==> src/rtl/drum_pkg.sv <==
// Shared types and default constants for the drum input front-end.
package drum_pkg;

   // One-hot so that output decodes are single-bit and glitch-free.
   typedef enum logic [3:0] {
      ST_IDLE     = 4'b0001,
      ST_HIT      = 4'b0010,
      ST_LOCKOUT  = 4'b0100,
      ST_WAIT_REL = 4'b1000
   } state_t;

   localparam int unsigned SAMPLE_CYCLES_50MHZ  = 2_500_000;
   localparam int unsigned LOCKOUT_CYCLES_50MHZ = 5_000_000;

   localparam logic DIR_UP   = 1'b0;
   localparam logic DIR_DOWN = 1'b1;

endpackage

==> src/rtl/drum_debounce.sv <==
// 2-FF synchroniser plus sample-based debouncer with a registered rising-edge pulse.
module drum_debounce #(
   parameter int STABLE_SAMPLES = 2
) (
   input  logic clk,
   input  logic rst_n,
   input  logic raw,
   input  logic tick,
   output logic level,
   output logic rise
);

   logic [1:0] sync;
   logic [3:0] agree;

   always_ff @(posedge clk or negedge rst_n) begin
      if (!rst_n) begin
         sync  <= '0;
         agree <= '0;
         level <= 1'b0;
         rise  <= 1'b0;
      end else begin
         sync <= {sync[0], raw};
         rise <= 1'b0;
         if (tick) begin
            if (sync[1] != level) begin
               // The Nth consecutive disagreeing sample flips the level.
               if (agree == 4'(STABLE_SAMPLES - 1)) begin
                  level <= ~level;
                  agree <= '0;
                  rise  <= ~level;
               end else begin
                  agree <= agree + 4'd1;
               end
            end else begin
               agree <= '0;
            end
         end
      end
   end

endmodule

==> src/rtl/drum_input_conditioner.sv <==
// Drum front-end: debounces piezo and direction button, emits strike/direction events.
// Optional saturating hit counter enabled by defining DRUM_HIT_COUNT_EN.
module drum_input_conditioner
   import drum_pkg::*;
#(
   parameter int unsigned SAMPLE_CYCLES  = SAMPLE_CYCLES_50MHZ,
   parameter int          STABLE_SAMPLES = 2,
   parameter int unsigned LOCKOUT_CYCLES = LOCKOUT_CYCLES_50MHZ,
   parameter int          CNT_W          = 23
) (
   input  logic        CLK,
   input  logic        RST_N,
   input  logic        PIEZO,
   input  logic        UP_DOWN,
   output logic        STRIKE,
   output logic        DIR,
   output logic        DIR_CHG,
   output logic        PIEZO_LVL,
   output logic        BUSY,
   output logic [15:0] HIT_COUNT
);

   logic [CNT_W-1:0] pre_cnt;
   logic             tick;
   logic             piezo_lvl, piezo_rise;
   logic             btn_lvl, btn_rise;
   logic             dir, dir_chg;
   state_t           state, state_nxt;
   logic [CNT_W-1:0] lock_cnt;
   logic             lock_done;
   logic             strike, busy;

   // Shared sample prescaler for both debouncers.
   assign tick = (pre_cnt == CNT_W'(SAMPLE_CYCLES - 1));

   always_ff @(posedge CLK or negedge RST_N) begin
      if (!RST_N) pre_cnt <= '0;
      else        pre_cnt <= tick ? '0 : pre_cnt + CNT_W'(1);
   end

   drum_debounce #(.STABLE_SAMPLES(STABLE_SAMPLES)) u_piezo_db (
      .clk   (CLK),
      .rst_n (RST_N),
      .raw   (PIEZO),
      .tick  (tick),
      .level (piezo_lvl),
      .rise  (piezo_rise)
   );

   drum_debounce #(.STABLE_SAMPLES(STABLE_SAMPLES)) u_btn_db (
      .clk   (CLK),
      .rst_n (RST_N),
      .raw   (UP_DOWN),
      .tick  (tick),
      .level (btn_lvl),
      .rise  (btn_rise)
   );

   always_ff @(posedge CLK or negedge RST_N) begin
      if (!RST_N) begin
         dir     <= DIR_UP;
         dir_chg <= 1'b0;
      end else begin
         dir_chg <= btn_rise && btn_lvl;
         if (btn_rise && btn_lvl) dir <= ~dir;
      end
   end

   always_ff @(posedge CLK or negedge RST_N) begin
      if (!RST_N) state <= ST_IDLE;
      else        state <= state_nxt;
   end

   always_comb begin
      state_nxt = state;
      case (state)
         ST_IDLE:     if (piezo_rise) state_nxt = ST_HIT;
         ST_HIT:      state_nxt = ST_LOCKOUT;
         ST_LOCKOUT:  if (lock_done) state_nxt = piezo_lvl ? ST_WAIT_REL : ST_IDLE;
         ST_WAIT_REL: if (!piezo_lvl) state_nxt = ST_IDLE;
         default:     state_nxt = ST_IDLE;
      endcase
   end

   always_comb begin
      strike = state[1];
      busy   = state[1] | state[2] | state[3];
   end

   // Loaded in HIT so LOCKOUT lasts exactly LOCKOUT_CYCLES cycles.
   assign lock_done = (lock_cnt == '0);

   always_ff @(posedge CLK or negedge RST_N) begin
      if (!RST_N)                                lock_cnt <= '0;
      else if (state == ST_HIT)                  lock_cnt <= CNT_W'(LOCKOUT_CYCLES - 1);
      else if (state == ST_LOCKOUT && !lock_done) lock_cnt <= lock_cnt - CNT_W'(1);
   end

`ifdef DRUM_HIT_COUNT_EN
   logic [15:0] hit_cnt;

   always_ff @(posedge CLK or negedge RST_N) begin
      if (!RST_N)                                  hit_cnt <= '0;
      else if (state == ST_HIT && hit_cnt != 16'hFFFF) hit_cnt <= hit_cnt + 16'd1;
   end

   assign HIT_COUNT = hit_cnt;
`else
   assign HIT_COUNT = 16'h0000;
`endif

   assign STRIKE    = strike;
   assign BUSY      = busy;
   assign DIR       = dir;
   assign DIR_CHG   = dir_chg;
   assign PIEZO_LVL = piezo_lvl;

endmodule

==> config.mk <==
export PLATFORM = sky130hd
export DESIGN_NAME = drum_input_conditioner
export DESIGN_NICKNAME = d
export VERILOG_FILES = /design/src/rtl/drum_pkg.sv /design/src/rtl/drum_debounce.sv /design/src/rtl/drum_input_conditioner.sv
export SDC_FILE = /design/constraint.sdc
export NUM_CORES = 1
export LEC_CHECK = 0
export ABC_AREA = 1
export BUFFER_PORTS_ARGS = -buffer_cell sky130_fd_sc_hd__buf_4
export CAP_MARGIN = 10
export CELL_PAD_IN_SITES_DETAIL_PLACEMENT = 1
export CELL_PAD_IN_SITES_GLOBAL_PLACEMENT = 2
export CORE_UTILIZATION = 32
export CTS_CLUSTER_DIAMETER = 120
export DETAILED_ROUTE_END_ITERATION = 12
export PLACE_DENSITY_LB_ADDON = 0.1
export SLEW_MARGIN = 10
export SYNTH_ARGS = -nofsm -noshare
export SYNTH_HDL_FRONTEND = slang
export SYNTH_SLANG_ARGS = --single-unit
==> constraint.sdc <==
create_clock -name CLK -period 1.7 [get_ports CLK]
set_input_delay 0.085 -clock CLK [delete_from_list [all_inputs] [get_ports CLK]]
set_output_delay 0.085 -clock CLK [all_outputs]
set_load 0.005 [all_outputs]
# Word-level counts from Yosys, hierarchy flattened
# Cells that the tools add are included.
[op_classes]
bitwise_logic = 5
eq_ne = 12
n_mux = 18
reduce_logical = 8
n_addsub = 4
[ops]
columns = ["op", "n"]
rows = [
  ["2-to-1 mux 23 bit", 3],
  ["2-to-1 mux 4 bit", 8],
  ["adder 23 x 1 -> 23 bit, second input constant", 1],
  ["equality test 23 x 22 -> 1 bit, second input constant", 1],
  ["logical NOT 23 bit", 1],
  ["subtractor 23 x 1 -> 23 bit, second input constant", 1],
  ["one-hot mux 4 bit (4 select lines)", 1],
  ["equality test 4 x 1 -> 1 bit, second input constant", 3],
  ["AND reduction 3 bit", 3],
  ["adder 4 x 1 -> 4 bit, second input constant", 2],
  ["2-to-1 mux 1 bit", 6],
  ["equality test 4 x 2 -> 1 bit, second input constant", 1],
  ["equality test 4 x 3 -> 1 bit, second input constant", 1],
  ["equality test 4 bit, second input constant", 1],
  ["inequality test 2 bit, second input constant", 2],
  ["NOT 1 bit", 3],
  ["logical AND 1 bit", 2],
  ["inequality test 1 bit", 2],
  ["inequality test 2 x 1 -> 1 bit, second input constant", 1],
  ["bitwise OR 1 bit", 2],
  ["nonzero test 2 bit", 1],
  ["logical NOT 1 bit", 1],
]
[totals]
elab_cells = 60
in_bits = 4
reg_bits = 68
out_inout_bits = 21

# Longest topological paths before layout
[logic_depth]
ltp_word = 5
depth_mapped = 11
ltp_nobuf = 11

# By module
# Synthesis repeated with hierarchy kept, for this count alone.
[hier_totals]
hier_cells = 532
area_unflattened_um2 = 3993.8
[modules_own_cells]
columns = ["module", "seq_area_each_um2", "area_each_um2", "cells_each", "instances"]
rows = [
  ["drum_input_conditioner", 1302.5, 3285.7, 454, 1],
  ["drum_debounce", 200.2, 354.1, 39, 2],
]

# Worst setup path after synthesis
# Ideal clock, no wire load.
[synth_path]
kind = "flip-flop to flip-flop"
startpoint = "register lock_cnt[0]"
endpoint = "register lock_cnt[8]"
setup_slack_ns = 0.014
setup_ns = 0.119
synth_period_minus_slack_ns = 1.686
t_arrival_ns = 1.568
path_stages_with_launch = 11
required_time_ns = 1.581
n_path_buf = 1
path_cell_list = "dfrtp_1 inv_1 ha_1 nand2_1 nor2_4 nand3_4 nand2_4 nand2_4 buf_6 o21ai_1 nand2_1"
[synth_between]
elab_chain_cells = 4
elab_cells_between_ends = 7
classes_between = "add/sub: 1; mux: 2; reduce/logical: 4"
[synth_lines]
columns = ["element", "line_no", "source"]
rows = [
  ["start: declaration", "drum_input_conditioner.sv:29", "logic [CNT_W-1:0] lock_cnt;"],
  ["start signal: assignment", "drum_input_conditioner.sv:95", "else if (state == ST_HIT) lock_cnt <= CNT_W'(LOCKOUT_CYCLES - 1);"],
  ["start signal: assignment", "drum_input_conditioner.sv:96", "else if (state == ST_LOCKOUT && !lock_done) lock_cnt <= lock_cnt - CNT_W'(1);"],
  ["branches (longest 4 deep; another with subtractor 23 x 1 -> 23 bit)", "n/a", ""],
]
# Several ways; the timed one is not identified. The select of a mux whose other input is x is not followed.
# A chain may end at the register's enable or synchronous reset.

# Worst setup path in the final report
[layout_path]
startpoint = "register lock_cnt[1]"
endpoint = "register lock_cnt[22]"
# The elaborated chain is that of the path after synthesis.

==> metrics.cfg <==
[run_status]
status=completed

[clock_tree]
clkLatencyLatePin_ps=350
cts_buffer_depth=2
root_buffer=clkbuf_16
clock-sinks=68
cts_tree=done
numCtsBuffers=9
cts_max_level=3
clkTransAtPathRegs_ps=60

[yosys]
syn_inst=543
synth-seq-cells=68
async_reset_ff_frac=1.00
syn_area_mm2=0.00396
yosys.area.top_type=dfrtp_1
yosys-top-cells-area=dfrtp_1 (42%), nand2_1 (14%), nor2_1 (7.6%)
post-synth-top-area-fraction=0.423
synth-edff-count=0
synth_cell_types=33
avgSynthCellArea_um2=7.30
synth-seq-area-share=0.430
yosysWarnings=0
synth_ff_type=dfrtp_1

[pwr]
p_total_uw=3670
irDropWorstVdd_v=0.000411
powerDensity_mw_per_mm2=741
leakagePower_uw=0.00264

[sta]
final-setup-viol-count=0
holdWs_ps=241
hold_violations=0
timing.fmax_mhz=616
tns_ps=0
min_period_ps=1620
slew_viol_final=0
period_share=0.955
fin_skew_ps=13.5

[place]
portBuffers=8
finalWeightedCongestion=0.820
dp_hpwl_mm=8.43

[critical_path]
path_cells=inv_1 -> ha_4 -> nand2_2 -> nor2_4 -> buf_6 -> nand2_1 -> nor2_2 -> nand4_1 -> nand2_1 -> nand2_1
worst-setup-path-type=reg2reg
slowest_stage=dfrtp_1
cp-end-kind=flop
critPathMaxStageDelay_ps=390
cp.required_ps=1930
startpoint_type=flop
crit_path_frequent_cell=nand2_1
path_max_fanout=3
path_buf_inv=2
critical_path_arrival_ps=1860
path_delay_family=simple AND/OR/NAND/NOR gates

[die]
core_mm2=0.0121
start_util=0.329
io_pins=25
rows=40
die_x_um=113
dieArea_mm2=0.0128
die_y_um=113

[detailed_routing]
ant_nets=0
wl_mm=11.3
dr.pass1.iters=6
route.detailed.drc=0
via_per_inst=4.66
routed-via-count=3623
wl_per_cell_um=14.5
drt_iter0_drc=127

[global_route]
gr-total-overflow=0
track_usage=0.197
antenna_found_initial=0
grt_max_degree=37
grt_pass1_vias=3857
grt_pass1_wl_mm=19.2

[cells_and_area]
multi_input_area_mm2=0.00197
register_area_mm2=0.00170
area.growth.synth_to_final_pct=24.9
nNetsFinal=614
final.fill_count=1519
layout-drive-gt1-share=0.174
final_util=0.411
diodes=0

[job]
drv_cap=0

[min_path]
hp-class=in2async

==> layout make-up <==
class,count,area share
well taps,168,0.0424
clock inverters,1,0.00606
multi-input cells,393,0.399
repair buffers,56,0.0920
inverters,76,0.0606
clock buffers,15,0.0561
flip-flops and latches,68,0.344
==> metrics by stage <==
| step | std cells | instance area (um^2) | worst slack, ps |
|---|---|---|---|
| 6_report | 777 | 4950 | 75.9 |
| 5_1_grt | 777 | 4950 | -12.3 |
| 4_1_cts | 772 | 4800 | 3.25 |
| 3_5_place_dp | 753 | 4450 | -114 |
| 3_3_place_gp | 753 | 4450 | -14.9 |
| 2_1_floorplan | 558 | 4020 | 13.8 |
==> final timing paths <==
path	start	endpoint	slack, ps	depth (start not counted)
worst min-delay path	RST_N	state[3]	240	2
min in group CLK	u_piezo_db.sync[0]	u_piezo_db.sync[1]	350	0
worst max-delay path	lock_cnt[1]	lock_cnt[22]	80	10
worst min register to register	u_piezo_db.sync[0]	u_piezo_db.sync[1]	350	0
max in group asynchronous	RST_N	pre_cnt[19]	880	3
worst max register to register	lock_cnt[1]	lock_cnt[22]	80	10
==> sequential cells by signal (all words and copies together) (netlist names) <==
register,flops
lock_cnt,23
pre_cnt,23
state,4
u_btn_db.agree,4
u_piezo_db.agree,4
u_btn_db.sync,2
u_piezo_db.sync,2
DIR,1
DIR_CHG,1
u_btn_db.level,1
u_btn_db.rise,1
u_piezo_db.level,1
u_piezo_db.rise,1
==> report_power, final <==
part | internal, uW | switching [uW] | total, uW
Combinational | 16.1 | 49.3 | 65.4
Clock | 1260 | 719 | 1980
Sequential | 1620 | 1.52 | 1630
==> cell usage after synthesis (2+ instances only) <==
cell and count:
clkbuf_1 2, ha_1 6, xnor2_1 4, nand2_4 2, or2_2 3, xor2_1 13
nor2_1 80, nand3_1 44, a21oi_1 6, nand2_1 143, nor3_1 7, o21ai_0 20
dfrtp_1 67, inv_1 72, nand3b_1 2, inv_2 3, nor2_2 2, buf_6 2
a31oi_1 2, buf_4 16, nand4_1 27, o21ai_1 9
==> cells in the final DEF, fill, tap and decap left out, types with 5 or more instances in the layout <==
master     count
nand2_1      137
inv_1         71
nor2_1        70
dfrtp_1       66
buf_4         49
nand3_1       43
nand4_1       27
o21ai_0       19
conb_1        16
xor2_1        13
o21ai_1        9
clkbuf_16      9
nor2_2         8
nand2_2        6
a21oi_1        6
nor3_1         5
nor2_4         5
==> worst reg2reg max path, stage by stage (launching register included) <==
cell and delay, ps:
dfrtp_1 390, inv_1 110, ha_4 150, nand2_2 70, nor2_4 130, buf_6 120, nand2_1 80, nor2_2 130
nand4_1 170, nand2_1 110, nand2_1 50
==> cell families (layout without fill, tap and decap cells) <==
kind of cell,Yosys count,count (layout),synth area share
flip-flops,68,68,0.430
AO/OA/AOI/OAI,39,39,0.0511
XOR/XNOR,17,17,0.0376
other,1,16,0.000946
buffers and inverters,97,148,0.112
adder cells (fa/ha/maj),6,6,0.0189
AND/OR/NAND/NOR,315,315,0.349
==> layer usage <==
layer  vias up  global-route usage  wire (um)
met3        15              0.0289        209
met5         -                   0          0
met2        31               0.359       5930
met1      1762               0.226       4890
met4         0              0.0930        262
li1       1815                   -          -
==> timing repair <==
item / 4_1_cts / 5_1_grt
hold endpoints to repair: 33 / 0
setup buffers: 0 / 5
pin swaps: 0 / 7
resized for setup: 4 / 34
endpoints found under the setup margin: 8 / 43
hold buffers: 3 / 0
No activity file was read; power rests on OpenSTA's default activity.
